===== config.mk =====
export PLATFORM = sky130hd
export DESIGN_NAME = rr_mux_reg
export DESIGN_NICKNAME = d
export VERILOG_FILES = /design/src/rtl/rr_mux_reg.sv
export SDC_FILE = /design/constraint.sdc
export NUM_CORES = 1
export LEC_CHECK = 0
export BUFFER_PORTS_ARGS = -buffer_cell sky130_fd_sc_hd__buf_2
export CAP_MARGIN = 20
export CORE_UTILIZATION = 44
export DETAILED_ROUTE_END_ITERATION = 12
export HOLD_SLACK_MARGIN = 0.03
export PLACE_DENSITY = 0.83
export SYNTH_ARGS = -nofsm -noshare
export SYNTH_HDL_FRONTEND = slang
export SYNTH_SLANG_ARGS = --single-unit

===== constraint.sdc =====
create_clock -name clk -period 5.2 [get_ports clk]
set_input_delay 1.04 -clock clk [delete_from_list [all_inputs] [get_ports clk]]
set_output_delay 1.04 -clock clk [all_outputs]
set_load 0.02 [all_outputs]

===== src/rtl/rr_mux_reg.sv =====
// Registered N-channel arbitrating mux: round-robin or fixed-priority grant,
// valid/ready on both sides, one-entry output register.
module rr_mux_reg #(
    parameter int WIDTH = 8,
    parameter int NCH   = 4,
    parameter int MODE  = 0,
    localparam int SELW = (NCH > 2) ? $clog2(NCH) : 1
) (
    input  logic                   clk,
    input  logic                   reset,
    input  logic [NCH-1:0]         in_valid,
    input  logic [NCH*WIDTH-1:0]   in_data,
    output logic [NCH-1:0]         in_ready,
    output logic                   out_valid,
    output logic [WIDTH-1:0]       out_data,
    output logic [SELW-1:0]        out_sel,
    input  logic                   out_ready
);

    logic [WIDTH-1:0] words [NCH];
    logic             out_valid_q, out_valid_d;
    logic [WIDTH-1:0] out_data_q,  out_data_d;
    logic [SELW-1:0]  out_sel_q,   out_sel_d;
    logic [SELW-1:0]  ptr_q,       ptr_d;
    logic             load;
    logic             grant_valid;
    logic [SELW-1:0]  grant_idx;
    logic             transfer;

    for (genvar i = 0; i < NCH; i++) begin : g_words
        assign words[i] = in_data[i*WIDTH +: WIDTH];
    end

    assign load = ~out_valid_q | out_ready;

    // Search starts at ptr and wraps at NCH; in fixed-priority mode ptr stays 0,
    // so the same search degenerates to lowest-index-wins.
    always_comb begin
        logic [SELW:0] cand;
        grant_valid = 1'b0;
        grant_idx   = '0;
        cand        = '0;
        for (int k = 0; k < NCH; k++) begin
            cand = {1'b0, ptr_q} + (SELW+1)'(k);
            if (cand >= (SELW+1)'(NCH)) begin
                cand = cand - (SELW+1)'(NCH);
            end
            if (!grant_valid && in_valid[cand[SELW-1:0]]) begin
                grant_valid = 1'b1;
                grant_idx   = cand[SELW-1:0];
            end
        end
    end

    // Reset gates the handshake so no source sees an accept while the register is cleared.
    assign transfer = load & grant_valid & ~reset;
    assign in_ready = transfer ? (NCH'(1) << grant_idx) : '0;

    always_comb begin
        out_valid_d = out_valid_q;
        out_data_d  = out_data_q;
        out_sel_d   = out_sel_q;
        ptr_d       = ptr_q;
        if (transfer) begin
            out_valid_d = 1'b1;
            out_data_d  = words[grant_idx];
            out_sel_d   = grant_idx;
            if (MODE == 0) begin
                ptr_d = (grant_idx == SELW'(NCH-1)) ? '0 : grant_idx + 1'b1;
            end
        end else if (load) begin
            out_valid_d = 1'b0;
        end
    end

    always_ff @(posedge clk or posedge reset) begin
        if (reset) begin
            out_valid_q <= 1'b0;
            out_data_q  <= '0;
            out_sel_q   <= '0;
            ptr_q       <= '0;
        end else begin
            out_valid_q <= out_valid_d;
            out_data_q  <= out_data_d;
            out_sel_q   <= out_sel_d;
            ptr_q       <= ptr_d;
        end
    end

    assign out_valid = out_valid_q;
    assign out_data  = out_data_q;
    assign out_sel   = out_sel_q;

endmodule


==> results.ini <==
[clock_network]
cts.path.max_buffers = 2
cts_root_buf = clkbuf_4
cts_setup_buffers = 0
clock_latency_ns = 0.27
cts_hold_buf = 0
cts_resized = 0
numClockSinks = 13
cts_inserted_buffers = 3
cts_tree = done
h-tree-depth = 1
clkTransAtPathRegs_ns = 0.08

[place]
io_buffers = 53
gp_congestion = 0.925
place_hpwl_um = 1580

[timing]
fmax_mhz = 282
rsz0062_at_grt = false
hold_ws_ns = 0.486
fin_crit_ns = 3.55
maxSlewViolCount = 0
finalHoldViolCount = 0
fin_worst_skew_ns = 0.00400
fin_crit_sh_pct = 68.2
setup_tns_ns = 0
max_slew.worst_pin.slew_ns = 0.601
final-setup-viol-count = 0
maxSlewHeadroom_pct = 59.9

[setup_path]
worstPathMaxFanout = 11
crit_arrival_ns = 2.51
start_kind = primary input
path_common_cell = buf_2
cp_num_buf_inv = 2
path_class = in2out
slowest_delay_ns = 0.54
worstPathCellList = buf_2, nand2b_1, a21oi_1, o32a_1, ha_1, and2_1, buf_2
critical_path_required_ns = 4.16
crit_family = compound AO/OA/AOI/OAI gates
cp_slowest_cell = o32a_1
end_kind = output port

[grt]
busiest_layer = met2
use_met1_pct = 30.2
overflow = 0
grt_max_degree = 14
grt_pass1_vias = 799
grt_use_met2_pct = 38.0
antenna_found_initial = 0
grt_pass1_wl_um = 3400
met3_usage_pct = 2.40
grt_usage_pct = 22.8

[layout]
final_common_cell = buf_2
drive_gt1_share_pct = 42.1
nets = 181
areaGrowthSynthToFinish_pct = 34.8
diodes = 0
final_cell_mix = buf_2, nand2_1, dfrtp_1

[logic_synthesis]
synth_area_um2 = 826
ys_ff_latch = 13
synthAdderAreaFrac_pct = 1.52
yosys.area_share.xor_xnor_pct = 0
synth_compound_area_share_pct = 26.2
synth_edf_count = 0
synth_cells = 89
muxShareOfSynthArea_pct = 9.70
ys_types = 26
synth-async-reset-ratio_pct = 100
post-synth-top-area-cell = dfrtp_1
ys.flop_type = dfrtp_1
avgSynthCellArea_um2 = 9.28
yosys.area.top_type_share_pct = 39.4
synthTopCellsByArea = dfrtp_1, mux2i_1, nand2_1
yosys.area_share.simple_pct = 17.4
syn-num-nets = 129
synth_top_family_by_area = compound AO/OA/AOI/OAI gates
yosysSeqAreaShare_pct = 39.4
synth_warnings = 0

[power]
peakVddDrop_mv = 0.207
power_mw = 0.447
p_leak_nw = 0.578
p_per_area_nw_per_um2 = 401

[floorplanning]
coreArea_um2 = 1750
rows = 15
start_util_pct = 47.3
die_h_um = 45.3
ios = 54
dieArea_um2 = 2050
die_x_um = 45.3

[drt]
vias_per_cell = 5.19
drt_iter0_drc = 10
wl_per_cell_um = 12.3
post-route-drc-count = 0
ant_nets = 0
via_count = 857
wl_um = 2030
firstDrtPassIters = 4

[status]
status = complete, no violations

[job]
drv_cap = 0

[worst_hold_path]
worstHoldPathType = reg2reg

## worst reg2reg max path: cells and delay by family (launching register included)
kind	cells	cell delay, ns
AO/OA/AOI/OAI	2	0.71
adder cells (fa/ha/maj)	1	0.35
flip-flops	1	0.49
AND/OR/NAND/NOR	2	0.11
## power by group
| group | internal [mW] | switching (mW) |
|---|---|---|
| clock | 0.0285 | 0.0338 |
| sequential | 0.138 | 0.0282 |
| combinational | 0.0924 | 0.125 |
| total | 0.259 | 0.187 |
## final cells by class
| type | count | area, µm² |
|---|---|---|
| clock buffers | 3 | 22.5 |
| well taps | 25 | 31.3 |
| fillers | 149 | 632 |
| inverters | 3 | 11.3 |
| flip-flops and latches | 13 | 325 |
| clock inverters | 1 | 5.00 |
| repair buffers | 53 | 265 |
| multi-input cells | 67 | 453 |
## flip-flops by register name (all words and copies together), names as in the netlist
name,cells
out_valid,1
ptr_q,2
out_sel,2
out_data,8
## per-stage QoR
step	setup slack, ns	cells	util [%]	area [µm²]
5_1_grt	1.54	165	63.8	1110
4_1_cts	1.63	165	63.8	1110
6_report	1.65	165	63.8	1110
3_5_place_dp	1.62	161	62.2	1090
3_3_place_gp	1.67	161	62.2	1090
2_1_floorplan	2.04	89	-	826
## worst paths after layout
kind	startpoint	depth (start not counted)	end	slack [ns]
max	in_valid[1]	7	in_ready[3]	1.65
min	out_sel[1]$_DFFE_PP0P_	2	out_sel[1]$_DFFE_PP0P_	0.49
max reg2reg	ptr_q[1]$_DFFE_PP0P_	5	ptr_q[1]$_DFFE_PP0P_	3.44
min reg2reg	out_sel[1]$_DFFE_PP0P_	2	out_sel[1]$_DFFE_PP0P_	0.49
max in group asynchronous	reset	2	out_sel[1]$_DFFE_PP0P_	4.05
min in group asynchronous	reset	2	ptr_q[0]$_DFFE_PP0P_	0.81
## cell families after synthesis
| family | count (synthesis) |
|---|---|
| flops | 13 |
| compound gates | 27 |
| buf+inv | 9 |
| fa+ha+maj | 1 |
| mux | 8 |
| simple gates | 31 |
## Yosys cell counts, drive strengths merged, types with 3 or more instances
cell type,number
inv,3
a21oi,4
nand2,17
mux2i,8
nor2,3
dfrtp,13
a22oi,8
buf,6
o211ai,8
## layer usage
layer  vias up  share of wire (%)
met5         -                  0
met4         0               0.84
met3         2                6.1
met2        38                 50
met1       386                 43
li1        431                  -
Power figures use the tool's default switching activity.
